File: config.mk
export PLATFORM = sky130hd
export DESIGN_NAME = seq_detect_ctrl
export DESIGN_NICKNAME = d
export VERILOG_FILES = /design/src/rtl/seq_ctrl_pkg.sv /design/src/rtl/prog_seq_detector.sv /design/src/rtl/seq_detect_ctrl.sv
export SDC_FILE = /design/constraint.sdc
export NUM_CORES = 1
export LEC_CHECK = 0
export CAP_MARGIN = 5
export CELL_PAD_IN_SITES_DETAIL_PLACEMENT = 0
export CELL_PAD_IN_SITES_GLOBAL_PLACEMENT = 2
export CORE_UTILIZATION = 31
export CTS_CLUSTER_DIAMETER = 150
export DETAILED_ROUTE_END_ITERATION = 12
export PLACE_DENSITY = 0.81
export SLEW_MARGIN = 20
export SYNTH_ARGS = -nofsm -noshare
export SYNTH_HDL_FRONTEND = slang
export SYNTH_SLANG_ARGS = --single-unit
File: constraint.sdc
create_clock -name clk -period 2.4 [get_ports clk]
set_input_delay 0.24 -clock clk [delete_from_list [all_inputs] [get_ports clk]]
set_output_delay 0.24 -clock clk [all_outputs]
set_load 0.005 [all_outputs]
File: src/rtl/seq_ctrl_pkg.sv
// Shared types and constants for the programmable serial sequence detector.
package seq_ctrl_pkg;

    localparam int MAX_LEN_DEF = 8;
    localparam int CNT_W_DEF   = 8;
    localparam int LEN_W       = 4;

    typedef enum logic [1:0] {
        ST_IDLE = 2'b00,
        ST_RUN  = 2'b01,
        ST_DONE = 2'b10
    } state_e;

    // A pattern length is usable only when it is non-zero and fits the history.
    function automatic logic len_is_legal(input logic [LEN_W-1:0] len, input int max_len);
        return (len != {LEN_W{1'b0}}) && (int'(len) <= max_len);
    endfunction

endpackage

File: src/rtl/prog_seq_detector.sv
// Serial history, fill tracking and masked pattern compare.
// hit_o is combinational: it reflects the bit being sampled on the coming edge.
module prog_seq_detector
    import seq_ctrl_pkg::*;
#(
    parameter int MAX_LEN = MAX_LEN_DEF
) (
    input  logic               clk,
    input  logic               rst_n,
    input  logic               clear_i,
    input  logic               shift_i,
    input  logic               x_i,
    input  logic [LEN_W-1:0]   len_i,
    input  logic [MAX_LEN-1:0] pattern_i,
    output logic               hit_o
);

    logic [MAX_LEN-1:0] hist_q;
    logic [MAX_LEN-1:0] hist_d;
    logic [MAX_LEN-1:0] hist_next_s;
    logic [MAX_LEN-1:0] mask_s;
    logic [LEN_W-1:0]   fill_q;
    logic [LEN_W-1:0]   fill_d;
    logic [LEN_W:0]     fill_next_s;
    logic               full_s;

    // History with the current bit shifted in, and the mask of active pattern bits.
    always_comb begin
        hist_next_s    = hist_q;
        hist_next_s[0] = x_i;
        for (int i = 1; i < MAX_LEN; i++) begin
            hist_next_s[i] = hist_q[i-1];
        end
        for (int i = 0; i < MAX_LEN; i++) begin
            mask_s[i] = (i < int'(len_i));
        end
    end

    // Hit requires enough bits seen (counting the current one) and a masked match.
    always_comb begin
        fill_next_s = {1'b0, fill_q} + {{LEN_W{1'b0}}, 1'b1};
        full_s      = (fill_next_s >= {1'b0, len_i});
        hit_o       = shift_i && full_s &&
                      (((hist_next_s ^ pattern_i) & mask_s) == {MAX_LEN{1'b0}});
    end

    // Next history and saturating fill count.
    always_comb begin
        hist_d = hist_q;
        fill_d = fill_q;
        if (clear_i) begin
            hist_d = {MAX_LEN{1'b0}};
            fill_d = {LEN_W{1'b0}};
        end else if (shift_i) begin
            hist_d = hist_next_s;
            if (full_s) begin
                fill_d = len_i;
            end else begin
                fill_d = fill_next_s[LEN_W-1:0];
            end
        end else begin
            hist_d = hist_q;
            fill_d = fill_q;
        end
    end

    // History and fill registers.
    always_ff @(posedge clk or negedge rst_n) begin
        if (!rst_n) begin
            hist_q <= {MAX_LEN{1'b0}};
            fill_q <= {LEN_W{1'b0}};
        end else begin
            hist_q <= hist_d;
            fill_q <= fill_d;
        end
    end

endmodule

File: src/rtl/seq_detect_ctrl.sv
// Run control for the serial detector: configuration, IDLE/RUN/DONE FSM,
// saturating match counter and registered status pulses.
module seq_detect_ctrl
    import seq_ctrl_pkg::*;
#(
    parameter int MAX_LEN = MAX_LEN_DEF,
    parameter int CNT_W   = CNT_W_DEF
) (
    input  logic               clk,
    input  logic               rst,
    input  logic               cfg_we,
    input  logic [MAX_LEN-1:0] cfg_pattern,
    input  logic [LEN_W-1:0]   cfg_len,
    input  logic [CNT_W-1:0]   cfg_target,
    input  logic               start,
    input  logic               abort,
    input  logic               x,
    output logic               busy,
    output logic               match,
    output logic               done,
    output logic [CNT_W-1:0]   match_count,
    output logic               err
);

    state_e             state_q,     state_d;
    logic [MAX_LEN-1:0] pattern_q,   pattern_d;
    logic [LEN_W-1:0]   len_q,       len_d;
    logic [CNT_W-1:0]   target_q,    target_d;
    logic               cfg_valid_q, cfg_valid_d;
    logic [CNT_W-1:0]   count_q,     count_d;
    logic               busy_q,      busy_d;
    logic               match_q,     match_d;
    logic               done_q,      done_d;
    logic               err_q,       err_d;
    logic               clear_s;
    logic               shift_s;
    logic               hit_s;

    prog_seq_detector #(
        .MAX_LEN (MAX_LEN)
    ) u_det (
        .clk       (clk),
        .rst_n     (rst),
        .clear_i   (clear_s),
        .shift_i   (shift_s),
        .x_i       (x),
        .len_i     (len_q),
        .pattern_i (pattern_q),
        .hit_o     (hit_s)
    );

    // Next-state, configuration, counter and status-pulse logic.
    always_comb begin
        state_d     = state_q;
        pattern_d   = pattern_q;
        len_d       = len_q;
        target_d    = target_q;
        cfg_valid_d = cfg_valid_q;
        count_d     = count_q;
        match_d     = 1'b0;
        done_d      = 1'b0;
        err_d       = 1'b0;
        clear_s     = 1'b0;
        shift_s     = 1'b0;

        case (state_q)
            ST_IDLE: begin
                if (cfg_we) begin
                    if (len_is_legal(cfg_len, MAX_LEN)) begin
                        pattern_d   = cfg_pattern;
                        len_d       = cfg_len;
                        target_d    = cfg_target;
                        cfg_valid_d = 1'b1;
                    end else begin
                        err_d = 1'b1;
                    end
                end else begin
                    err_d = 1'b0;
                end
                // Abort outranks start here, and suppresses the no-config error too.
                if (abort) begin
                    state_d = ST_IDLE;
                end else if (start) begin
                    if (cfg_valid_q) begin
                        state_d = ST_RUN;
                        clear_s = 1'b1;
                        count_d = {CNT_W{1'b0}};
                    end else begin
                        err_d = 1'b1;
                    end
                end else begin
                    state_d = ST_IDLE;
                end
            end
            ST_RUN: begin
                shift_s = 1'b1;
                err_d   = cfg_we;
                if (hit_s) begin
                    match_d = 1'b1;
                    if (count_q == {CNT_W{1'b1}}) begin
                        count_d = count_q;
                    end else begin
                        count_d = count_q + CNT_W'(1);
                    end
                end else begin
                    count_d = count_q;
                end
                // A hit on the abort edge is still counted, but never raises done.
                if (abort) begin
                    state_d = ST_IDLE;
                end else if (hit_s && (target_q != {CNT_W{1'b0}}) && (count_d == target_q)) begin
                    state_d = ST_DONE;
                    done_d  = 1'b1;
                end else begin
                    state_d = ST_RUN;
                end
            end
            ST_DONE: begin
                err_d   = cfg_we;
                state_d = ST_IDLE;
            end
            default: begin
                state_d = ST_IDLE;
            end
        endcase

        busy_d = (state_d == ST_RUN);
    end

    // State, configuration and registered outputs.
    always_ff @(posedge clk or negedge rst) begin
        if (!rst) begin
            state_q     <= ST_IDLE;
            pattern_q   <= {MAX_LEN{1'b0}};
            len_q       <= {LEN_W{1'b0}};
            target_q    <= {CNT_W{1'b0}};
            cfg_valid_q <= 1'b0;
            count_q     <= {CNT_W{1'b0}};
            busy_q      <= 1'b0;
            match_q     <= 1'b0;
            done_q      <= 1'b0;
            err_q       <= 1'b0;
        end else begin
            state_q     <= state_d;
            pattern_q   <= pattern_d;
            len_q       <= len_d;
            target_q    <= target_d;
            cfg_valid_q <= cfg_valid_d;
            count_q     <= count_d;
            busy_q      <= busy_d;
            match_q     <= match_d;
            done_q      <= done_d;
            err_q       <= err_d;
        end
    end

    assign busy        = busy_q;
    assign match       = match_q;
    assign done        = done_q;
    assign err         = err_q;
    assign match_count = count_q;

endmodule

Word-level counts from Yosys, hierarchy flattened:

Index checks and enable logic that the tools add are counted.

* logic and storage cells: 82
* output and inout port bits: 12
* input port bits: 26
* register bits after elaboration: 46

* equal/unequal tests: 8
* reduce and logical (&&, ||, !) cells: 14
* bitwise gates (word level): 2
* mux-type cells: 34
* add/sub/neg operators: 2
* $lt $le $gt $ge: 10

Operators with widths (number)
* 2-to-1 mux 8 bit: 6
* < comparator 3 x 4 -> 1 bit, first input constant: 4
* case mux 8 bit (2 select lines): 1
* 2-to-1 mux 1 bit: 15
* 2-to-1 mux 7 bit: 2
* 2-to-1 mux 4 bit: 3
* 2-to-1 mux 2 bit: 5
* adder 8 x 1 -> 8 bit, second input constant: 1
* bitwise AND 8 bit: 1
* equality test 8 bit: 1
* equality test 8 bit, second input constant: 1
* logical NOT 8 bit: 1
* < comparator 1 x 4 -> 1 bit, first input constant: 2
* < comparator 2 x 4 -> 1 bit, first input constant: 2
* nonzero test 8 bit: 1
* XOR 8 bit: 1
* inequality test 2 bit, second input constant: 3
* adder 4 x 1 -> 5 bit, second input constant: 1
* >= comparator 5 x 4 -> 1 bit: 1
* logical AND 1 bit: 5
* equality test 2 x 1 -> 1 bit, second input constant: 2
* <= comparator 4 bit, second input constant: 1
* case mux 2 bit (2 select lines): 1
* AND reduction 4 bit: 1
* other kinds (7): 8

Logic depth before layout (Yosys ltp):

* word-level depth: 12
* gate-level depth with buffers: 11
* mapped depth without buffers: 10

By module:

From an unflattened synthesis, not the netlist that was laid out.

* cells, all modules: 275
* area, all modules: 2802.7 um^2

By module, submodules not included
* seq_detect_ctrl: sequential area each 875.8 um^2, cells each 190, times used 1, area each 1975.6 um^2
* prog_seq_detector: sequential area each 275.3 um^2, cells each 85, times used 1, area each 827.0 um^2

Worst setup path before layout:

Ideal clock, no wire load.

* path type: flip-flop to flip-flop
* start point: reg u_det.fill_q[0]
* end point: reg done_q (netlist: done)
* data required time: 2289 ps
* data arrival time: 2502 ps
* setup time: 111 ps
* buffers on the path: 1
* period minus slack after synthesis: 2613 ps
* cell stages (with the launch flop): 12
* path slack: -213 ps
* path through: dfrtp_1 ha_1 xor2_1 ha_1 o21ai_0 o21ai_1 buf_2 nand3_2 mux2i_1 xor2_1 nand4_1 a2111oi_2

* longest elaborated chain between the ends: 11
* elaborated cells between the ends (all ways): 12
* those cells by class: 1 x add/sub; 1 x order compare; 1 x eq/ne; 5 x mux; 4 x reduce/logical

Ends and longest elaborated chain
* start: declaration: line prog_seq_detector.sv:22 `logic [LEN_W-1:0] fill_q;`
* start signal: assignment: line prog_seq_detector.sv:71 `fill_q <= {LEN_W{1'b0}};`
* start signal: assignment: line prog_seq_detector.sv:74 `fill_q <= fill_d;`
* adder 4 x 1 -> 5 bit (*): line prog_seq_detector.sv:41 `fill_next_s = {1'b0, fill_q} + {{LEN_W{1'b0}}, 1'b1};`
* >= comparator 5 x 4 -> 1 bit (*): line prog_seq_detector.sv:42 `full_s = (fill_next_s >= {1'b0, len_i});`
* logical AND 1 bit (*) (2 in a row): line prog_seq_detector.sv:43 `hit_o = shift_i && full_s &&`
* 2-to-1 mux 8 bit: line seq_detect_ctrl.sv:98 `if (hit_s) begin`
* 2-to-1 mux 8 bit: line seq_detect_ctrl.sv:66 `case (state_q)`
* equality test 8 bit: line seq_detect_ctrl.sv:111 `end else if (hit_s && (target_q != {CNT_W{1'b0}}) && (count_d == target_q)) begin`
* logical AND 1 bit (*): line seq_detect_ctrl.sv:111
* 2-to-1 mux 1 bit (*): line seq_detect_ctrl.sv:111
* 2-to-1 mux 1 bit (*): line seq_detect_ctrl.sv:109 `if (abort) begin`
* 2-to-1 mux 1 bit (*): line seq_detect_ctrl.sv:66
* net done_d: line seq_detect_ctrl.sv:33 `logic done_q, done_d;`
* end signal: assignment: line seq_detect_ctrl.sv:152 `done_q <= done_d;`
* end: declaration: line seq_detect_ctrl.sv:33

Mark *: on every way through the listed nets, which the timed path passes. The rest lies on a longest branch. The select of a mux whose other input is x is not followed.
A chain may end at the register's enable or synchronous reset.

Final worst setup path:

* start point: reg u_det.fill_q[1]
* end point: reg done_q (netlist: done)

The elaborated chain is that of the path after synthesis.

==> run summary <==
Critical path required time: 2.60 ns
Clock sink total: 46
Worst setup EP type: register
Area Growth Syn to Fin: 41.7%
Final HPWL from detailed placement: 4.84 mm
Final Skew: 0.00773 ns
Dominant combinational cell family by area after synthesis: compound AO/OA/AOI/OAI gates
Status: finished with violations
Die Footprint: 8990 um2
Post-Synthesis Cells: 264
Final core occ: 45.8%
Die Span Y: 94.8 um
# fillers: 769
Initial antenna violation count: 0
Clock Tree Root: clkbuf_8
Layout cells sized above 1: 29.8%
Simple-gate share of the synthesized area: 15.1%
Clock buffer depth: 2
GP Congestion: 0.826
Register area share after synthesis: 43.1%
Most used DFF post-synth: dfrtp_1
Drt first pass iters: 4
Final Slew Violations: 0
Failing checks: negative setup slack
Vias per cell: 5.04
Setup Crit Path Kind: reg2reg
Die boundary width: 94.8 um
Pre-CTS WS: -0.185 ns
Final TNS setup: -0.643 ns
Rows: 33
Final wirelength: 6.56 mm
Vias in the first global route: 2206
Post-synth net total: 299
Antenna diodes: 0
Io pins: 38
Async set-reset flop share out of synthesis: 100%
Worst Tran Pin Value: 0.460 ns
Residual DRC: 0
CTS tree: done
ANT nets after route: 0
CTS H-tree lvls: 2
Synthesized area: 2670 um2
Relative slew margins: 69.0%
Crit path DAT: 2.79 ns
PortBufs: 37
Cells on worst reg2reg path: 12
Max VDD drop: 0.379 mV
Worst-path clk slew: 0.09 ns
Final setup margin: -0.190 ns
Worst skew pair latency: 0.31 ns
Avg Synthesized Cell Area: 10.1 um2
Largest net degree at the start of global routing: 29
Routed WL per cell: 14.8 um
Initial Util: 32.3%
PwrDens: 932 nW/um2
Vias post-DR: 2236
FF+latch count, synth: 46
GRT Resource Usage Total: 16.0%
Max-Cap Viols: 0
Crit path max fanout: 5
Area share of fa/ha/maj cells after synthesis: 4.22%
CORE AREA: 8260 um2
Post-synth EDFFs: 0
Crit path launch type: register
RSZ-0062 raised after global routing: true
Post-synthesis mux area share: 12.0%
Initial drt markers: 78
Minimum clock period: 2.59 ns
Maximum clock rate: 386 MHz
Commonest non-fill, non-tap cell in the layout: dfrtp_1
Tightest Hold Check Type: in2async
Fin crit share: 108%
Num CTS Buffers: 5
Leakage: 1.55 nW
Final hold vios: 0
Setup violations, final: 5
Compound-cell area share of the yosys netlist: 15.8%
First-pass GRT wire length: 10.9 mm
Ys Warns: 0
Commonest non-fill, non-tap cells in the layout: dfrtp_1, buf_4, clkdlybuf4s50_1, nor2_1, mux2_2
Total power: 3.52 mW
Synth Area in XOR/XNOR: 5.90%
Fin nets: 373
Synth unique cells: 49
Grt total ovfl: 0
==> critical path, cell delays in order (launching register included) <==
cell       delay [ns]
dfrtp_1          0.42
buf_6            0.13
nand3_4          0.07
xnor2_2          0.15
ha_1             0.33
o21ai_4          0.08
o21ai_4          0.18
buf_6            0.15
nand3_4          0.07
mux2i_2          0.19
xor2_1           0.16
nand4_1          0.21
a2111oi_2        0.33
==> synthesized netlist by cell type (6+ instances only) <==
master	number	share of area, %
a22o_1	6	2.0
nand3_1	6	1.1
xnor2_1	14	4.6
mux2_2	17	7.2
dfrtp_1	46	43
mux2i_1	13	4.9
nor2_1	24	3.4
nor3_1	7	1.3
a21oi_1	15	2.8
nand2_1	13	1.8
inv_1	7	0.98
ha_1	9	4.2
clkbuf_1	7	0.98
o21ai_0	11	2.1
==> flip-flops by register name (all words and copies together) (netlist names) <==
name and cells:
len_q 4, busy 1, err 1, match_count 8, target_q 8, cfg_valid_q 1
match 1, done 1, state_q 2, u_det.fill_q 4, pattern_q 8, u_det.hist_q 7
==> area by class of cell <==
class | count | area [um2] | share of cell area (%)
clock buffers | 6 | 82.6 | 2.18
clock inverters | 2 | 60.1 | 1.59
inverters | 8 | 30.0 | 0.794
multi-input cells | 195 | 1590 | 42.0
flip-flops and latches | 46 | 1150 | 30.5
well taps | 105 | 131 | 3.47
repair buffers | 82 | 737 | 19.5
==> power breakdown <==
| group | leakage, nW | internal (mW) | switching, mW |
|---|---|---|---|
| sequential | 0.582 | 0.939 | 0.174 |
| clock | 0.0714 | 0.444 | 0.274 |
| combinational | 0.901 | 0.912 | 0.780 |
| total | 1.55 | 2.30 | 1.23 |
==> routing by layer <==
layer	up-vias	track usage (%)	share of wire, %
met5	-	0	0
met4	0	6.44	1.9
met3	9	2.42	3.7
met2	52	25.1	46
met1	1075	22.0	48
li1	1100	-	-
==> stage by stage <==
step / hold WS (ns) / instance area, um2 / cells
after floorplan: -0.0556 / 2680 / 264
after global placement: 0.207 / 3390 / 428
after detailed placement: 0.207 / 3390 / 428
after CTS: 0.404 / 3590 / 438
after global routing: 0.449 / 3780 / 444
final: 0.395 / 3780 / 444
==> worst paths after layout <==
kind	start	end	slack (ns)
max in group asynchronous	rst	state_q[1]	1.29
hold reg to reg	pattern_q[2]	pattern_q[2]	0.54
min in group clk	cfg_len[1]	len_q[1]	0.51
setup reg to reg	u_det.fill_q[1]	done	-0.19
hold / removal	rst	pattern_q[3]	0.40
setup / recovery	u_det.fill_q[1]	done	-0.19
==> what timing repair did <==
item | 4_1_cts | 5_1_grt
hold buffers | 1 | 0
setup buffers | 1 | 6
gates cloned | 0 | 0
hold endpoints to repair | 18 | 0
gates resized for setup | 7 | 29
setup endpoints to repair | 6 | 10
pin swaps | 8 | 15
==> cell families (layout without fill, tap and decap cells) <==
logic type               count (synthesis)  after routing
adder cells (fa/ha/maj)                  9              9
flip-flops                              46             46
AO/OA/AOI/OAI                           63             63
AND/OR/NAND/NOR                         75             75
multiplexers                            30             30
XOR/XNOR                                18             18
buffers and inverters                   23             98
Note: power is estimated with default switching activity, not from simulation.
